File: config.mk
export PLATFORM = sky130hd
export DESIGN_NAME = multicycle_controller
export DESIGN_NICKNAME = d
export VERILOG_FILES = /design/src/rtl/multicycle_controller.sv
export SDC_FILE = /design/constraint.sdc
export NUM_CORES = 1
export LEC_CHECK = 0
export CAP_MARGIN = 20
export CORE_ASPECT_RATIO = 0.6
export CORE_MARGIN = 2
export CORE_UTILIZATION = 52
export DETAILED_ROUTE_END_ITERATION = 10
export PLACE_DENSITY_LB_ADDON = 0.05
export SETUP_SLACK_MARGIN = 0.1
export SYNTH_ARGS = -nofsm -noshare
export SYNTH_HDL_FRONTEND = slang
export SYNTH_SLANG_ARGS = --single-unit
File: constraint.sdc
create_clock -name clk -period 4.5 [get_ports clk]
set_input_delay 0.9 -clock clk [delete_from_list [all_inputs] [get_ports clk]]
set_output_delay 0.9 -clock clk [all_outputs]
set_load 0.005 [all_outputs]
File: src/rtl/multicycle_controller.sv
// Multi-cycle MIPS control FSM: sequences FETCH/DECODE/EXEC/MEM/WB per opcode, handles
// memory ready handshakes with a bounded wait, and traps illegal opcodes and bus timeouts.
module multicycle_controller #(
    parameter int INSTR_W = 32,
    parameter int TIMEOUT = 15,
    parameter int CNT_W   = 32
) (
    input  logic               clk,
    input  logic               reset,
    input  logic [INSTR_W-1:0] instruction,
    input  logic               mem_ready,
    output logic               pc_write,
    output logic               pc_write_cond,
    output logic [1:0]         pc_source,
    output logic               i_or_d,
    output logic               mem_read,
    output logic               mem_write,
    output logic               ir_write,
    output logic               reg_dst,
    output logic               mem_to_reg,
    output logic               reg_write,
    output logic               alu_src_a,
    output logic [1:0]         alu_src_b,
    output logic [1:0]         alu_op,
    output logic               instr_done,
    output logic [CNT_W-1:0]   retired,
    output logic               illegal_op,
    output logic               bus_error
);

    localparam int                WAIT_W    = (TIMEOUT < 2) ? 1 : $clog2(TIMEOUT + 1);
    localparam logic [WAIT_W-1:0] TIMEOUT_C = WAIT_W'(TIMEOUT);

    localparam logic [5:0] OP_RTYPE = 6'b000000;
    localparam logic [5:0] OP_LW    = 6'b100011;
    localparam logic [5:0] OP_SW    = 6'b101011;
    localparam logic [5:0] OP_ADDI  = 6'b001000;
    localparam logic [5:0] OP_ANDI  = 6'b001100;
    localparam logic [5:0] OP_ORI   = 6'b001101;
    localparam logic [5:0] OP_BEQ   = 6'b000100;
    localparam logic [5:0] OP_J     = 6'b000010;

    typedef enum logic [3:0] {
        S_FETCH,
        S_DECODE,
        S_EXEC_R,
        S_WB_R,
        S_EXEC_I,
        S_WB_I,
        S_MEM_ADDR,
        S_MEM_RD,
        S_MEM_WB,
        S_MEM_WR,
        S_BRANCH,
        S_JUMP,
        S_ILLEGAL,
        S_BUS_ERR
    } state_t;

    state_t             r_state;
    state_t             w_state_next;
    logic [5:0]         r_opcode;
    logic [WAIT_W-1:0]  r_wait;
    logic [CNT_W-1:0]   r_retired;
    logic               w_wait_state;
    logic               w_wait_expired;
    logic               w_unused_instr;

    // Only the opcode field of the instruction word matters to the controller.
    assign w_unused_instr = ^instruction[INSTR_W-7:0];

    assign w_wait_state   = (r_state == S_FETCH) || (r_state == S_MEM_RD) || (r_state == S_MEM_WR);
    assign w_wait_expired = (TIMEOUT != 0) && (r_wait == TIMEOUT_C) && !mem_ready;

    always_ff @(posedge clk) begin
        if (reset) begin
            r_state   <= S_FETCH;
            r_opcode  <= '0;
            r_wait    <= '0;
            r_retired <= '0;
        end else begin
            r_state <= w_state_next;
            if (r_state == S_FETCH && mem_ready) begin
                r_opcode <= instruction[INSTR_W-1 -: 6];
            end
            // Any state change clears the counter; it is only consulted in the wait states.
            if (w_state_next != r_state) begin
                r_wait <= '0;
            end else if (w_wait_state && !mem_ready && (TIMEOUT != 0) && (r_wait != TIMEOUT_C)) begin
                r_wait <= r_wait + 1'b1;
            end
            if (instr_done) begin
                r_retired <= r_retired + 1'b1;
            end
        end
    end

    always_comb begin
        w_state_next = r_state;
        unique case (r_state)
            S_FETCH: begin
                if (mem_ready)           w_state_next = S_DECODE;
                else if (w_wait_expired) w_state_next = S_BUS_ERR;
            end
            S_DECODE: begin
                case (r_opcode)
                    OP_RTYPE:                 w_state_next = S_EXEC_R;
                    OP_LW, OP_SW:             w_state_next = S_MEM_ADDR;
                    OP_ADDI, OP_ANDI, OP_ORI: w_state_next = S_EXEC_I;
                    OP_BEQ:                   w_state_next = S_BRANCH;
                    OP_J:                     w_state_next = S_JUMP;
                    default:                  w_state_next = S_ILLEGAL;
                endcase
            end
            S_EXEC_R:   w_state_next = S_WB_R;
            S_WB_R:     w_state_next = S_FETCH;
            S_EXEC_I:   w_state_next = S_WB_I;
            S_WB_I:     w_state_next = S_FETCH;
            S_MEM_ADDR: w_state_next = (r_opcode == OP_LW) ? S_MEM_RD : S_MEM_WR;
            S_MEM_RD: begin
                if (mem_ready)           w_state_next = S_MEM_WB;
                else if (w_wait_expired) w_state_next = S_BUS_ERR;
            end
            S_MEM_WB:   w_state_next = S_FETCH;
            S_MEM_WR: begin
                if (mem_ready)           w_state_next = S_FETCH;
                else if (w_wait_expired) w_state_next = S_BUS_ERR;
            end
            S_BRANCH:   w_state_next = S_FETCH;
            S_JUMP:     w_state_next = S_FETCH;
            S_ILLEGAL:  w_state_next = S_ILLEGAL;
            S_BUS_ERR:  w_state_next = S_BUS_ERR;
            default:    w_state_next = S_FETCH;
        endcase
    end

    // Outputs are forced low for the whole reset cycle, whatever state was interrupted.
    always_comb begin
        pc_write      = 1'b0;
        pc_write_cond = 1'b0;
        pc_source     = 2'b00;
        i_or_d        = 1'b0;
        mem_read      = 1'b0;
        mem_write     = 1'b0;
        ir_write      = 1'b0;
        reg_dst       = 1'b0;
        mem_to_reg    = 1'b0;
        reg_write     = 1'b0;
        alu_src_a     = 1'b0;
        alu_src_b     = 2'b00;
        alu_op        = 2'b00;
        instr_done    = 1'b0;
        illegal_op    = 1'b0;
        bus_error     = 1'b0;
        if (!reset) begin
            unique case (r_state)
                S_FETCH: begin
                    mem_read  = 1'b1;
                    alu_src_b = 2'b01;
                    ir_write  = mem_ready;
                    pc_write  = mem_ready;
                end
                S_DECODE: alu_src_b = 2'b11;
                S_EXEC_R: begin
                    alu_src_a = 1'b1;
                    alu_op    = 2'b10;
                end
                S_WB_R: begin
                    reg_dst    = 1'b1;
                    reg_write  = 1'b1;
                    instr_done = 1'b1;
                end
                S_EXEC_I: begin
                    alu_src_a = 1'b1;
                    alu_src_b = 2'b10;
                    alu_op    = (r_opcode == OP_ADDI) ? 2'b00 : 2'b11;
                end
                S_WB_I: begin
                    reg_write  = 1'b1;
                    instr_done = 1'b1;
                end
                S_MEM_ADDR: begin
                    alu_src_a = 1'b1;
                    alu_src_b = 2'b10;
                end
                S_MEM_RD: begin
                    mem_read = 1'b1;
                    i_or_d   = 1'b1;
                end
                S_MEM_WB: begin
                    mem_to_reg = 1'b1;
                    reg_write  = 1'b1;
                    instr_done = 1'b1;
                end
                S_MEM_WR: begin
                    mem_write  = 1'b1;
                    i_or_d     = 1'b1;
                    instr_done = mem_ready;
                end
                S_BRANCH: begin
                    alu_src_a     = 1'b1;
                    alu_op        = 2'b01;
                    pc_write_cond = 1'b1;
                    pc_source     = 2'b01;
                    instr_done    = 1'b1;
                end
                S_JUMP: begin
                    pc_write   = 1'b1;
                    pc_source  = 2'b10;
                    instr_done = 1'b1;
                end
                S_ILLEGAL: illegal_op = 1'b1;
                S_BUS_ERR: bus_error  = 1'b1;
                default: ;
            endcase
        end
    end

    assign retired = reset ? '0 : r_retired;

endmodule

==> results_dict.tcl, run 1 <==
set metrics [dict create \
    status "completed" \
    rsz0062_at_grt "no" \
    num-fill-cells 492 \
    cts_made_buffers 5 \
    syn_avg_cell_area_um2 7.93 \
    yosys.area_share.xor_xnor_pct 5.32 \
    synth_cell_types 64 \
    mostFrequentLayoutCells "clkdlybuf4s50_1 (58), dfxtp_1 (46), nor2_1 (42)" \
    clock-sinks 46 \
    routed_wl_mm 7.11 \
    start_util_pct 53.5 \
    synth-seq-cells 46 \
    post-cts-setup-buffer-count 0 \
    critPathSlowestCell "clkdlybuf4s50_1" \
    setup_violations 0 \
    vdd_drop_max_mv 0.172 \
    worstSetupEndpoint "pc_write" \
    fp.dieW_um 101 \
    crit_arrival_ns 2.77 \
    syn_area_um2 2960 \
    r2r-end "r_retired[31]$_SDFFE_PP0P_" \
    clkTransAtPathRegs_ns 0.08 \
    critPathKind "input pin to output pin" \
    num_vias 2847 \
    power_density_nw_per_um2 317 \
    clk_latency_ns 0.30 \
    critPathTopFamily "buffers and inverters" \
    drcViolationCount 0 \
    end_kind "output pin" \
    postRouteAntennaNets 0 \
    yosys.area_share.simple_pct 33.9 \
    grt_overflow 0 \
    postPlaceCellArea_um2 3520 \
    tritoncts "built" \
    seq_area_frac_synth_pct 31.1 \
    numPortBuffers 59 \
    die_h_um 62.5 \
    finalHoldViolations 0 \
    yosysWarnings 0 \
    power.leakage_uw 0.00113 \
    grt_pass1_wl_mm 12.0 \
    antenna_found_initial 0 \
    crit_start "mem_ready" \
    avgViaCountPerCell 5.68 \
    htreeDepth 2 \
    relSlewSlack_pct 40.5 \
    finClkSkew_ns 0.00768 \
    max_freq_mhz 273 \
    globalplace.congestion 0.844 \
    grt_max_degree 51 \
    dieArea_um2 6340 \
    drv_cap 0 \
    dr.first_iter.drc_count 221 \
    synthAdderAreaFrac_pct 1.18 \
    worst-r2r-setup-slack_ns 1.68 \
    antenna_cells 0 \
    hold_depth 2 \
    finish.instance_area_um2 3630 \
    dp_hpwl_mm 5.03 \
    path_buf_inv 2 \
    fin_tns_setup_ns 0 \
    drive_above_1_share_pct 8.31 \
    cts_buffer_depth 2 \
    clkPwrFrac_pct 24.5 \
    slew_violations 0 \
    cp_num_cells 4 \
    synth_top_family_by_area "simple AND/OR/NAND/NOR gates" \
    comb_power_share_pct 31.3 \
    hold_path_class "flip-flop to flip-flop" \
    max_slew.worst_pin.slew_ns 0.891 \
    switching_share_pct 36.0 \
    grt_use_total_pct 22.9 \
    startpoint_type "input pin" \
    nNetsFinal 457 \
    wire_per_inst_um 14.2 \
    root_buffer "clkbuf_8" \
    mostFrequentLayoutCell "clkdlybuf4s50_1" \
    rr_worst_depth 5 \
    p_int_uw 737 \
    syn_to_final_growth_pct 22.5 \
    synth-edff-count 0 \
    p_seq_share_pct 44.2 \
    required_ns 3.60 \
    cts_hold_buf 0 \
    async_flop_share_pct 0 \
    postSynthNetCount 411 \
    path_cells "clkdlybuf4s50_1, nand2_1, o22ai_1, clkdlybuf4s50_1" \
    drtPass1Iterations 4 \
    r2r_start "r_state[1]$_SDFF_PP0_" \
    core-area_um2 5540 \
    grt_pass1_vias 2441 \
    io_pins 86 \
    synth_mux_area_share_pct 4.01 \
    cts-resized-gates 0 \
    slowest_delay_ns 0.77 \
    crit_top_cell "clkdlybuf4s50_1" \
    synth_compound_area_share_pct 17.9 \
    regArea_um2 921 \
    synth_ff_type "dfxtp_1" \
    worstPathMaxFanout 12 \
    syn_inst 374 \
    multi_input_area_um2 1850 \
    p_sw_uw 414 \
    fin_crit_sh_pct 81.5 \
    core.rowCount 21 \
    finalWorstPathRequiredPeriod_ns 3.67 \
]
## metrics by stage
step	setup WS, ns	total power, µW	hold slack, ns	util [%]	std cells
after floorplan	1.75	773	0.447	-	374
after global placement	0.864	867	0.459	63.6	493
after detailed placement	0.838	872	0.472	63.6	493
after CTS	0.837	1160	0.483	65.5	501
after global routing	0.705	1230	0.527	65.5	501
final	0.834	1150	0.479	65.5	501
## power by group through the flow
stage | logic, µW | registers (µW) | clock network [µW]
after floorplan | 309 | 463 | 0
after global placement | 352 | 514 | 0
after detailed placement | 356 | 516 | 0
after CTS | 358 | 506 | 292
after global routing | 400 | 518 | 307
final | 360 | 509 | 282
## per-layer routing
| metal | vias up | GRT usage, % | share of wire [%] |
|---|---|---|---|
| met5 | - | 0 | 0 |
| met4 | 0 | 3.04 | 0.53 |
| met3 | 6 | 4.25 | 6.4 |
| met2 | 90 | 31.5 | 41 |
| met1 | 1306 | 37.2 | 52 |
| li1 | 1445 | - | - |
## cells in the mapped netlist, types with 7 or more instances
master | number | area [µm²]
nor2b_1 | 27 | 169
a21oi_1 | 28 | 140
o21ai_0 | 9 | 45.0
clkbuf_1 | 10 | 37.5
xnor2_1 | 17 | 149
nand3_1 | 16 | 80.1
nor3_1 | 14 | 70.1
nand2_1 | 29 | 109
dfxtp_1 | 46 | 921
inv_1 | 11 | 41.3
nor2_1 | 42 | 158
mux2_2 | 7 | 78.8
a211oi_1 | 9 | 67.6
nor4_1 | 8 | 50.1
a2111oi_0 | 8 | 70.1
or3_1 | 11 | 68.8
## cell type report
cell class | instances | area share (%)
sequential | 46 | 25.4
timing repair buffer | 63 | 17.0
inverter | 11 | 1.14
multi-input combinational | 293 | 50.9
clock buffer | 7 | 2.65
clock inverter | 1 | 0.241
tap | 80 | 2.76
## cell families after synthesis
group	count (synthesis)
compound gates	77
xor+xnor	18
fa+ha+maj	3
buf+inv	35
flops	46
mux	11
simple gates	184
## registers in the layout, indices dropped and copies added, names as in the netlist
signal / flops
r_retired: 32
r_state: 4
r_opcode: 6
r_wait: 4
## worst min path at each step
stage,slack [ns],from,end
after global routing,0.53,r_retired[31]$_SDFFE_PP0P_,r_retired[31]$_SDFFE_PP0P_
after global placement,0.46,r_retired[31]$_SDFFE_PP0P_,r_retired[31]$_SDFFE_PP0P_
final,0.48,r_retired[31]$_SDFFE_PP0P_,r_retired[31]$_SDFFE_PP0P_
after detailed placement,0.47,r_retired[31]$_SDFFE_PP0P_,r_retired[31]$_SDFFE_PP0P_
after floorplan,0.45,r_retired[31]$_SDFFE_PP0P_,r_retired[31]$_SDFFE_PP0P_
after CTS,0.48,r_retired[31]$_SDFFE_PP0P_,r_retired[31]$_SDFFE_PP0P_
## worst register-to-register path: stages, from the launching register on
cell,delay (ns)
dfxtp_1,0.87
nor2b_1,0.30
o21ai_2,0.26
a2111o_1,0.67
or4_1,0.53
a21oi_1,0.14
Note: power is estimated with default switching activity, not from simulation.
==> inputs of run 2 (changes only) <==
CORE_UTILIZATION = 48   (was 52)
clock period = 3.6 ns   (was 4.5 ns; I/O delays follow)
==> run 2 against run 1 <==
  * Wire length rose by 4.6%
  * Register-to-register slack lost 0.72 ns
  * Clock power rose by 35%
  * Sequential share of layout area fell by 0.34 points
  * Die area is 7.9% higher
  * Flip-flop and latch count unchanged
  * Non-clock buffer count is 4 higher
  * Worst hold slack improved by 0.010 ns
  * Cell count grew 1.6%
  * Largest cell class unchanged
  * Largest power group unchanged
==> results_dict.tcl, run 2 (synthesized netlist as in run 1, its figures left out) <==
set metrics [dict create \
    status "completed" \
    syn_to_final_growth_pct 24.1 \
    grt_pass1_wl_mm 12.5 \
    cts_buffer_depth 2 \
    largest_reg_flops 32 \
    path_cells "nor3b_1, o21ai_2, a21oi_1, clkdlybuf4s50_1" \
    drtPass1Iterations 4 \
    finalWorstPathRequiredPeriod_ns 3.20 \
    post-cts-setup-buffer-count 0 \
    vdd_drop_max_mv 0.158 \
    finish.instance_area_um2 3680 \
    numPortBuffers 59 \
    switching_share_pct 35.2 \
    routed_wl_mm 7.44 \
    die_h_um 64.9 \
    fin_crit_sh_pct 89.0 \
    use_met3_pct 4.12 \
    stdcell_count 509 \
    cts_hold_buf 0 \
    utilization_pct 61.0 \
    slowest_delay_ns 0.69 \
    end_kind "output pin" \
    power.leakage_uw 0.00116 \
    finalHoldViolations 0 \
    relSlewSlack_pct 47.4 \
    avgViaCountPerCell 5.68 \
    p_int_uw 966 \
    crit_start "r_state[1]$_SDFF_PP0_" \
    hold_depth 2 \
    top_regs "r_retired (32), r_opcode (6)" \
    clkPwrFrac_pct 25.6 \
    num_vias 2892 \
    power_density_nw_per_um2 405 \
    core-area_um2 6030 \
    worstSetupEndpoint "instr_done" \
    setup_violations 0 \
    fp.dieW_um 105 \
    busiest_layer "met1" \
    io_pins 86 \
    worstPathMaxFanout 18 \
    dieArea_um2 6840 \
    nNetsFinal 461 \
    wire_per_inst_um 14.6 \
    grt_pass1_vias 2579 \
    globalplace.congestion 0.831 \
    hold_path_class "flip-flop to flip-flop" \
    antenna_cells 0 \
    cts_made_buffers 5 \
    dr.first_iter.drc_count 143 \
    max_freq_mhz 312 \
    rsz0062_at_grt "no" \
    htreeDepth 2 \
    grt_max_degree 71 \
    tritoncts "built" \
    slew_violations 0 \
    critPathSlowestCell "dfxtp_1" \
    postPlaceCellArea_um2 3570 \
    mostFrequentLayoutCells "clkdlybuf4s50_1 (58), dfxtp_1 (46), nor2_1 (42)" \
    max_slew.worst_pin.slew_ns 0.789 \
    finClkSkew_ns 0.00567 \
    postRouteAntennaNets 0 \
    crit_arrival_ns 2.48 \
    clock-sinks 46 \
    dpl.cell_count 501 \
    grt_use_met2_pct 31.4 \
    p_seq_share_pct 40.1 \
    grt_overflow 0 \
    clk_latency_ns 0.30 \
    largest_register "r_retired" \
    critPathKind "flip-flop to output pin" \
    worst-r2r-setup-slack_ns 0.96 \
    clkTransAtPathRegs_ns 0.08 \
    antenna_found_initial 0 \
    dp_hpwl_mm 5.26 \
    startpoint_type "flip-flop" \
    fin_tns_setup_ns 0 \
    core.rowCount 22 \
    comb_power_share_pct 34.3 \
    start_util_pct 49.2 \
    rr_worst_depth 5 \
    drive_above_1_share_pct 8.71 \
    p_sw_uw 525 \
    grt_use_total_pct 22.3 \
    r2r-end "r_retired[31]$_SDFFE_PP0P_" \
    drv_cap 0 \
    min_from "r_retired[31]$_SDFFE_PP0P_" \
    cts-resized-gates 0 \
    mostFrequentLayoutCell "clkdlybuf4s50_1" \
    grt_use_met1_pct 34.7 \
    root_buffer "clkbuf_8" \
    drcViolationCount 0 \
    required_ns 2.88 \
    r2r_start "r_state[1]$_SDFF_PP0_" \
    power.total_uw 1490 \
]
==> run 2: cell types whose count changed in the layout (fill, tap and decap cells not counted) <==
cell	previous run	this run
buf_12	0	1
buf_4	4	7
bufinv_16	0	1
clkbuf_1	0	2
clkbuf_8	7	5
clkinv_4	1	0
==> run 2: worst min-delay path by stage <==
stage,to,slack [ns]
2_1_floorplan,r_retired[31]$_SDFFE_PP0P_,0.45
3_3_place_gp,r_retired[31]$_SDFFE_PP0P_,0.45
3_5_place_dp,r_retired[31]$_SDFFE_PP0P_,0.48
4_1_cts,r_retired[31]$_SDFFE_PP0P_,0.49
5_1_grt,r_retired[28]$_SDFFE_PP0P_,0.54
6_report,r_retired[31]$_SDFFE_PP0P_,0.49
==> run 2: critical path, delay by kind of cell (launching register included) <==
kind | cells | cell delay, ns
AOI/OAI and AO/OA | 2 | 0.86
DFF | 1 | 0.69
and+or+nand+nor | 1 | 0.13
buffers and inverters | 1 | 0.50
==> run 2: metal layers <==
metal	wire, µm	up-vias
met5	0	-
met4	43	0
met3	457	4
met2	2930	90
met1	4000	1339
li1	-	1459
==> run 2: cell type report <==
cell class              count  area [µm²]
repair buffers             67         658
fillers                   559        2350
well taps                  84         105
clock buffers               7        76.3
multi-input cells         293        1850
flip-flops and latches     46         921
clock inverters             1        30.0
inverters                  11        41.3
==> run 2: metrics by stage <==
stage               hold slack, ns  setup WS [ns]
detailed placement           0.477          0.515
finish                       0.490          0.397
global placement             0.455          0.509
global route                 0.536          0.248
floorplan                    0.447           1.21
CTS                          0.489          0.439
==> run 2: power by group through the flow <==
| stage | combinational (µW) | sequential (µW) | clock [µW] |
|---|---|---|---|
| 6_report | 511 | 598 | 382 |
| 5_1_grt | 559 | 606 | 415 |
| 4_1_cts | 506 | 596 | 394 |
| 3_5_place_dp | 503 | 608 | 0 |
| 3_3_place_gp | 499 | 607 | 0 |
| 2_1_floorplan | 386 | 579 | 0 |
